<file path="config.mk">
export PLATFORM = sky130hd
export DESIGN_NAME = vector_lane_sequencer_flat
export DESIGN_NICKNAME = d
export VERILOG_FILES = /design/src/rtl/vector_lane_sequencer_pkg.sv /design/src/rtl/vector_lane_sequencer_if.sv /design/src/rtl/vector_lane_sequencer_counter.sv /design/src/rtl/vector_lane_sequencer.sv /design/src/flat_wrapper.sv
export SDC_FILE = /design/constraint.sdc
export NUM_CORES = 1
export LEC_CHECK = 0
export BUFFER_PORTS_ARGS = -buffer_cell sky130_fd_sc_hd__buf_2
export CAP_MARGIN = 10
export CORE_MARGIN = 2
export CORE_UTILIZATION = 53
export CTS_BUF_LIST = sky130_fd_sc_hd__clkbuf_16
export DETAILED_ROUTE_END_ITERATION = 6
export PLACE_DENSITY = 0.89
export SYNTH_ARGS = -nofsm -noshare
export SYNTH_HDL_FRONTEND = slang
export SYNTH_SLANG_ARGS = --single-unit
</file>
<file path="constraint.sdc">
create_clock -name clk -period 5.24 [get_ports clk]
set_input_delay 0.262 -clock clk [delete_from_list [all_inputs] [get_ports clk]]
set_output_delay 0.262 -clock clk [all_outputs]
set_load 0.02 [all_outputs]
</file>
<file path="src/rtl/vector_lane_sequencer_pkg.sv">
// Shared opcode/ALU encodings and sequencer state type for the vector lane sequencer.
package vector_pkg;

    localparam logic [4:0] OP_VADD = 5'b10000;
    localparam logic [4:0] OP_VSUB = 5'b10001;
    localparam logic [4:0] OP_VMUL = 5'b10010;
    localparam logic [4:0] OP_VLDR = 5'b10100;
    localparam logic [4:0] OP_VSTR = 5'b10101;

    localparam logic [1:0] ALU_ADD = 2'b00;
    localparam logic [1:0] ALU_SUB = 2'b01;
    localparam logic [1:0] ALU_MUL = 2'b10;

    typedef enum logic [1:0] {
        ST_IDLE,
        ST_ALU,
        ST_MEM,
        ST_DONE
    } seq_state_t;

    function automatic logic [1:0] alu_op_of(input logic [4:0] op);
        case (op)
            OP_VSUB: return ALU_SUB;
            OP_VMUL: return ALU_MUL;
            default: return ALU_ADD;
        endcase
    endfunction

endpackage

</file>
<file path="src/rtl/vector_lane_sequencer_if.sv">
// Issue handshake plus lane datapath / memory port signals of the sequencer.
interface vector_lane_sequencer_if #(
    parameter int IDX_W = 2
);
    logic             issue_valid;
    logic [4:0]       issue_opcode;
    logic             issue_ready;
    logic [1:0]       alu_op;
    logic [IDX_W-1:0] lane_idx;
    logic             lane_alu_en;
    logic             vreg_we;
    logic             mem_req;
    logic             mem_we;
    logic             mem_ack;
    logic             busy;
    logic             done;
    logic             illegal;

    modport master (
        input  issue_valid, issue_opcode, mem_ack,
        output issue_ready, alu_op, lane_idx, lane_alu_en, vreg_we,
               mem_req, mem_we, busy, done, illegal
    );

    modport slave (
        output issue_valid, issue_opcode, mem_ack,
        input  issue_ready, alu_op, lane_idx, lane_alu_en, vreg_we,
               mem_req, mem_we, busy, done, illegal
    );
endinterface

</file>
<file path="src/rtl/vector_lane_sequencer_counter.sv">
// Lane index and per-element MUL sub-cycle counter with last-element flags.
module vector_lane_counter #(
    parameter int LANES   = 4,
    parameter int IDX_W   = 2,
    parameter int MUL_LAT = 2
) (
    input  logic             clk,
    input  logic             rst_n,
    input  logic             clear,
    input  logic             lane_step,
    input  logic             mul_step,
    output logic [IDX_W-1:0] lane_idx,
    output logic             lane_last,
    output logic             mul_last
);
    localparam int MUL_W = (MUL_LAT > 1) ? $clog2(MUL_LAT) : 1;

    logic [MUL_W-1:0] mul_cnt;

    always_ff @(posedge clk or negedge rst_n) begin
        if (!rst_n) begin
            lane_idx <= '0;
            mul_cnt  <= '0;
        end else if (clear) begin
            lane_idx <= '0;
            mul_cnt  <= '0;
        end else if (lane_step) begin
            lane_idx <= lane_idx + 1'b1;
            mul_cnt  <= '0;
        end else if (mul_step) begin
            mul_cnt  <= mul_cnt + 1'b1;
        end
    end

    assign lane_last = (lane_idx == IDX_W'(LANES - 1));
    assign mul_last  = (mul_cnt == MUL_W'(MUL_LAT - 1));

endmodule

</file>
<file path="src/rtl/vector_lane_sequencer.sv">
// Issues one vector instruction element by element over a shared lane ALU and memory port.
module vector_lane_sequencer
    import vector_pkg::*;
#(
    parameter int LANES   = 4,
    parameter int IDX_W   = 2,
    parameter int MUL_LAT = 2
) (
    input  logic                     clk,
    input  logic                     rst_n,
    vector_lane_sequencer_if.master  bus
);
    seq_state_t       state, state_nxt;
    logic [4:0]       op_q;
    logic             illegal_q;
    logic             cnt_clear, lane_step, mul_step;
    logic             lane_last, mul_last, elem_last;
    logic [IDX_W-1:0] lane_idx;
    logic             issue_is_alu, issue_is_mem;

    assign issue_is_alu = (bus.issue_opcode == OP_VADD) || (bus.issue_opcode == OP_VSUB) ||
                          (bus.issue_opcode == OP_VMUL);
    assign issue_is_mem = (bus.issue_opcode == OP_VLDR) || (bus.issue_opcode == OP_VSTR);
    assign elem_last    = (op_q != OP_VMUL) || mul_last;

    vector_lane_counter #(
        .LANES   (LANES),
        .IDX_W   (IDX_W),
        .MUL_LAT (MUL_LAT)
    ) u_counter (
        .clk       (clk),
        .rst_n     (rst_n),
        .clear     (cnt_clear),
        .lane_step (lane_step),
        .mul_step  (mul_step),
        .lane_idx  (lane_idx),
        .lane_last (lane_last),
        .mul_last  (mul_last)
    );

    always_ff @(posedge clk or negedge rst_n) begin
        if (!rst_n) state <= ST_IDLE;
        else        state <= state_nxt;
    end

    // Illegal opcodes are accepted but only flagged; the sequencer never leaves IDLE for them.
    always_ff @(posedge clk or negedge rst_n) begin
        if (!rst_n) begin
            op_q      <= '0;
            illegal_q <= 1'b0;
        end else begin
            illegal_q <= 1'b0;
            if (state == ST_IDLE && bus.issue_valid) begin
                op_q      <= bus.issue_opcode;
                illegal_q <= !(issue_is_alu || issue_is_mem);
            end
        end
    end

    always_comb begin
        state_nxt       = state;
        cnt_clear       = 1'b0;
        lane_step       = 1'b0;
        mul_step        = 1'b0;
        bus.issue_ready = 1'b0;
        bus.alu_op      = ALU_ADD;
        bus.lane_idx    = lane_idx;
        bus.lane_alu_en = 1'b0;
        bus.vreg_we     = 1'b0;
        bus.mem_req     = 1'b0;
        bus.mem_we      = 1'b0;
        bus.busy        = 1'b0;
        bus.done        = 1'b0;
        bus.illegal     = illegal_q;
        case (state)
            ST_IDLE: begin
                bus.issue_ready = 1'b1;
                if (bus.issue_valid) begin
                    cnt_clear = 1'b1;
                    if (issue_is_alu)      state_nxt = ST_ALU;
                    else if (issue_is_mem) state_nxt = ST_MEM;
                end
            end
            ST_ALU: begin
                bus.busy        = 1'b1;
                bus.lane_alu_en = 1'b1;
                bus.alu_op      = alu_op_of(op_q);
                bus.vreg_we     = elem_last;
                if (!elem_last) begin
                    mul_step = 1'b1;
                end else if (lane_last) begin
                    cnt_clear = 1'b1;
                    state_nxt = ST_DONE;
                end else begin
                    lane_step = 1'b1;
                end
            end
            // Load write-enable follows the ack in the same cycle; everything else is state-decoded.
            ST_MEM: begin
                bus.busy    = 1'b1;
                bus.mem_req = 1'b1;
                bus.mem_we  = (op_q == OP_VSTR);
                bus.vreg_we = (op_q == OP_VLDR) && bus.mem_ack;
                if (bus.mem_ack) begin
                    if (lane_last) begin
                        cnt_clear = 1'b1;
                        state_nxt = ST_DONE;
                    end else begin
                        lane_step = 1'b1;
                    end
                end
            end
            ST_DONE: begin
                bus.busy  = 1'b1;
                bus.done  = 1'b1;
                state_nxt = ST_IDLE;
            end
            default: state_nxt = ST_IDLE;
        endcase
    end

endmodule

</file>
<file path="src/flat_wrapper.sv">
// flat-port wrapper written by rule: the top's interface ports become plain ports
module vector_lane_sequencer_flat import vector_pkg::*;
#(
    parameter int LANES   = 4,
    parameter int IDX_W   = 2,
    parameter int MUL_LAT = 2
)
  (clk, rst_n, bus_issue_valid, bus_issue_opcode, bus_mem_ack, bus_issue_ready, bus_alu_op, bus_lane_idx, bus_lane_alu_en, bus_vreg_we, bus_mem_req, bus_mem_we, bus_busy, bus_done, bus_illegal);
  vector_lane_sequencer_if #(.IDX_W(IDX_W)) bus_i ();
  input  logic clk;
  input  logic rst_n;
  input wire logic [$bits(bus_i.issue_valid)-1:0] bus_issue_valid;
  input wire logic [$bits(bus_i.issue_opcode)-1:0] bus_issue_opcode;
  input wire logic [$bits(bus_i.mem_ack)-1:0] bus_mem_ack;
  output wire logic [$bits(bus_i.issue_ready)-1:0] bus_issue_ready;
  output wire logic [$bits(bus_i.alu_op)-1:0] bus_alu_op;
  output wire logic [$bits(bus_i.lane_idx)-1:0] bus_lane_idx;
  output wire logic [$bits(bus_i.lane_alu_en)-1:0] bus_lane_alu_en;
  output wire logic [$bits(bus_i.vreg_we)-1:0] bus_vreg_we;
  output wire logic [$bits(bus_i.mem_req)-1:0] bus_mem_req;
  output wire logic [$bits(bus_i.mem_we)-1:0] bus_mem_we;
  output wire logic [$bits(bus_i.busy)-1:0] bus_busy;
  output wire logic [$bits(bus_i.done)-1:0] bus_done;
  output wire logic [$bits(bus_i.illegal)-1:0] bus_illegal;
  assign bus_i.issue_valid = bus_issue_valid;
  assign bus_i.issue_opcode = bus_issue_opcode;
  assign bus_i.mem_ack = bus_mem_ack;
  assign bus_issue_ready = bus_i.issue_ready;
  assign bus_alu_op = bus_i.alu_op;
  assign bus_lane_idx = bus_i.lane_idx;
  assign bus_lane_alu_en = bus_i.lane_alu_en;
  assign bus_vreg_we = bus_i.vreg_we;
  assign bus_mem_req = bus_i.mem_req;
  assign bus_mem_we = bus_i.mem_we;
  assign bus_busy = bus_i.busy;
  assign bus_done = bus_i.done;
  assign bus_illegal = bus_i.illegal;
  vector_lane_sequencer #(.LANES(LANES), .IDX_W(IDX_W), .MUL_LAT(MUL_LAT)) u_core (.clk(clk), .rst_n(rst_n), .bus(bus_i));
endmodule
</file>
Word level (Yosys, flattened, before mapping)
Cells that the tools add are included.

storage, ports and cells
  bits in writable memories = 0
  latch bits = 0
  register bits after elaboration = 11
  output and inout port bits = 12
  memories = 0
  ROM bits = 0
  logic and storage cells = 71

operators by class
  $mul = 0
  magnitude comparators = 0
  muxes and demuxes = 33
  divide/modulo/power cells = 0
  add/sub/neg operators = 2
  equality and inequality tests = 18
  shift operators = 0
  reduce and logical (&&, ||, !) cells = 13
  bitwise operators = 0

operator list
  operator             count
  $eq 5x5->1 const B   9
  $mux 1               19
  $mux 2               9
  $pmux 2 s4           1
  $eq 2x2->1 const B   3
  $logic_or 1x1->1     5
  $ne 5x5->1 const B   1
  $ne 2x2->1 const B   2
  $pmux 1 s2           2
  $pmux 2 s2           1
  $reduce_and 4->1     1
  $ne 3x1->1 const B   1
  $pmux 1 s3           1
  $reduce_bool 3->1    1
  $reduce_or 3->1      1
  $add 2x1->2 const B  1
  $eq 2x1->1 const B   1
  $logic_and 1x1->1    2
  $logic_not 2->1      1
  $ne 2x1->1 const B   1
  $reduce_bool 2->1    1
  $add 1x1->1 const B  1
  $logic_not 1->1      1

Longest topological paths before layout
  depth in word-level cells = 7
  gate-level depth with buffers = 6
  mapped depth without buffers = 6

Cells and area by module
A second synthesis with hierarchy kept.

second synthesis, totals
  cells, all modules = 66
  area total of the unflattened synthesis = 700.7 um^2

modules (own cells, without submodules)
  module                 times used  cells each  area an instance (um^2)  seq. area each (um^2)
  vector_lane_sequencer  1           56          573.0                    200.2
  vector_lane_counter    1           10          127.6                    75.1

Worst setup path after synthesis
No wires, ideal clock.

  kind = reg2out
  from = register u_core.state[0]
  to = output port bus_vreg_we
  slack = 3.198 ns
  stages on the path, launching flop included = 6
  arrival time = 1.780 ns
  data required time = 4.978 ns
  cells stage by stage = dfrtp_1 -> inv_1 -> ha_1 -> nand3_1 -> or4b_1 -> a21oi_1

between the ends
  longest elaborated chain between the ends = 2
  elaborated cells on any way between the ends = 3
  those cells by class = 2 x eq/ne; 1 x mux

RTL lines
  item                                             RTL line                     source
  from (decl)                                      vector_lane_sequencer.sv:13  seq_state_t state, state_nxt;
  from (signal assigned)                           vector_lane_sequencer.sv:43  else state <= state_nxt;
  $eq 2x2->1 / $eq 2x1->1 (equally long branches)  vector_lane_sequencer.sv:75  case (state)
  $pmux 1 s2 (*)                                   vector_lane_sequencer.sv:75
  to (decl)                                        flat_wrapper.sv:19           output wire logic [$bits(bus_i.vreg_we)-1:0] bus_vreg_we;

Every way passes the cells marked *; elsewhere a longest branch is shown, timed or not.

Worst setup path in the final report
Ends and elaborated chain as after synthesis.

==> flow_metrics.tcl <==
set metrics [dict create \
    grt_pass1_wl_mm 2.55 \
    drive_gt1_share_pct 35.4 \
    initial_core_util_pct 56.4 \
    synthTopCellsByArea "dfrtp_1, ha_1, mux2_2, o311ai_4, nand2b_1" \
    p_seq_share_pct 23.6 \
    fin_area_um2 932 \
    critPathMaxStageDelay_ns 0.50 \
    ios 21 \
    grt_usage_pct 24.6 \
    pre_cts_ws_ns 3.31 \
    power_density_nw_per_um2 715 \
    synth_common_cells "dfrtp_1, ha_1, inv_1" \
    dp_hpwl_mm 1.22 \
    yosys.area.top_type_share_pct 38.0 \
    worst_ir_drop_vdd_mv 0.432 \
    dr.pass1.iters 4 \
    grt_max_degree 12 \
    p_leak_nw 0.466 \
    fill_cells 96 \
    maxCapViolations 0 \
    synthArstFlopShare_pct 100 \
    cts_root_buffer "clkbuf_16" \
    io_buffers 20 \
    die_width_um 41.0 \
    r2r_setup_slack_ns 3.35 \
    synthDistinctLibCells 27 \
    clock.fmax_mhz 457 \
    cp-startpoint "u_core.state[0]" \
    fin_cells 111 \
    hp-class "in2reg" \
    hold_viol 0 \
    path_class "reg2out" \
    gp_congestion 0.884 \
    fin_skew_ns 0.00177 \
    critPathSlowestCell "or4b_1" \
    dpl_cell_area_um2 843 \
    start_kind "flip-flop" \
    synthesis.nets 86 \
    comb_power_share_pct 55.9 \
    yosysWarnings 0 \
    r2r_start "u_core.state[0]" \
    cts_resized 0 \
    internal_power_mw 0.383 \
    antenna_found_initial 0 \
    rsz0062_at_grt "false" \
    setup_tns_ns 0 \
    die-area_um2 1680 \
    vias 610 \
    syn-cell-area_um2 724 \
    required_ns 4.98 \
    critPathArrivalTime_ns 1.93 \
    fp-row-count 13 \
    ctsHtreeMaxLevel 1 \
    end_kind "primary output" \
    ys_ff_latch 11 \
    final_antenna_net_count 0 \
    hold_start "bus_issue_opcode[4]" \
    tritoncts "done" \
    core_um2 1280 \
    yosysTopAreaCell "dfrtp_1" \
    setup_slack_ns 3.05 \
    clkPwrFrac_pct 20.6 \
    drt_iter0_drc 16 \
    nets 112 \
    setup_viol 0 \
    status "complete, no violations" \
    synth_flop_cell "dfrtp_1" \
    first_global_vias 585 \
    slew_headroom_pct 80.1 \
    r2r-end "u_core.state[0]" \
    hold_ws_ns 0.274 \
    antenna_cells_inserted 0 \
    cts_max_path_buffers 2 \
    fin_crit_sh_pct 41.8 \
    syn_inst 71 \
    crit_chain "inv_1 > ha_1 > nand3_1 > or4b_1 > a21oi_1 > buf_2" \
    cts_made_buffers 3 \
    ys_seq_area_share_pct 38.0 \
    swShare_pct 42.5 \
    worstMarginPinSlew_ns 0.299 \
    postRouteWirelength_mm 1.58 \
    synth-edff-count 0 \
    die-height_um 41.0 \
    clock_sinks 11 \
    drc_errors 0 \
    critPathCapture "bus_vreg_we" \
    syn_avg_cell_area_um2 10.2 \
    worst_skew_pair.late_latency_ns 0.24 \
    worstRegToRegCells 6 \
    grt_overflow_total 0 \
    place_inst 106 \
    cp_max_fo 4 \
    p_switching_mw 0.283 \
    drt-wirelength-per-cell_um 14.2 \
    drv_slew 0 \
    viasPerCell 5.50 \
    areaGrowthSynthToFinish_pct 28.7 \
    clkSlewWorstSetupHoldPaths_ns 0.04 \
    min_period_ns 2.19 \
    yosysMostFrequentCell "dfrtp_1" \
]
flip-flops by register name, indices dropped and copies added (netlist names):
name and flops:
u_core.op_q 5, u_core.bus.illegal 1, u_core.u_counter.mul_last 1, u_core.state 2, u_core.u_counter.lane_idx 2
repair_timing:
| item | 4_1_cts | 5_1_grt |
|---|---|---|
| endpoints found under the hold margin | 11 | 0 |
| hold buffers | 1 | 0 |
| setup buffers | 0 | 0 |
critical path: cells and delay by family, from the launching register on:
family,cells,cell delay [ns]
AND/OR/NAND/NOR,2,0.61
adder cells (fa/ha/maj),1,0.23
buffers and inverters,2,0.30
flip-flops,1,0.40
AO/OA/AOI/OAI,1,0.14
cells in the final DEF (no fill, tap or decap), drive strengths merged, types with 4 or more instances in the layout:
cell type / netlist / routed
a21oi: 4 / 4
buf: 0 / 20
dfrtp: 11 / 11
ha: 6 / 6
inv: 6 / 7
mux2: 6 / 6
nand2: 4 / 4
nand2b: 4 / 4
nor2: 4 / 4
o21ai: 6 / 6
metrics by stage:
step | utilization (%) | total power, mW
2_1_floorplan | - | 0.440
3_3_place_gp | 65.6 | 0.511
3_5_place_dp | 65.6 | 0.526
4_1_cts | 72.5 | 0.668
5_1_grt | 72.5 | 0.711
6_report | 72.5 | 0.666
kinds of logic after synthesis:
family	after synthesis	synth area share, %
adders and majority gates	6	10.4
and+or+nand+nor	25	19.7
buffers and inverters	6	3.11
DFF	11	38.0
muxes	7	10.7
AOI/OAI and AO/OA	16	18.1
power groups by stage:
stage	Combinational, mW	Sequential, mW	Clock, mW
2_1_floorplan	0.277	0.163	0
3_3_place_gp	0.355	0.156	0
3_5_place_dp	0.369	0.158	0
4_1_cts	0.374	0.157	0.138
5_1_grt	0.404	0.163	0.143
6_report	0.372	0.157	0.137
cell type report:
| type | instances | area, µm² | share of cell area, % |
|---|---|---|---|
| Multi-Input combinational cell | 54 | 427 | 45.8 |
| Sequential cell | 11 | 275 | 29.5 |
| Timing Repair Buffer | 21 | 110 | 11.8 |
| Clock buffer | 3 | 75.1 | 8.05 |
| Inverter | 6 | 22.5 | 2.42 |
| Tap cell | 15 | 18.8 | 2.01 |
| Clock inverter | 1 | 3.75 | 0.403 |
metal layers:
layer,up-vias,track usage [%],wire (µm)
met1,281,30.6,709
met5,-,0,0
li1,304,-,-
met4,0,12.5,31
met2,21,38.7,751
met3,4,6.52,88
worst min path at each step:
| stage | depth (start not counted) | end |
|---|---|---|
| 2_1_floorplan | 0 | u_core.bus.illegal |
| 3_3_place_gp | 1 | u_core.bus.illegal |
| 3_5_place_dp | 1 | u_core.bus.illegal |
| 4_1_cts | 2 | u_core.op_q[4] |
| 5_1_grt | 2 | u_core.op_q[4] |
| 6_report | 2 | u_core.op_q[4] |
(Power assumes the default switching activity.)
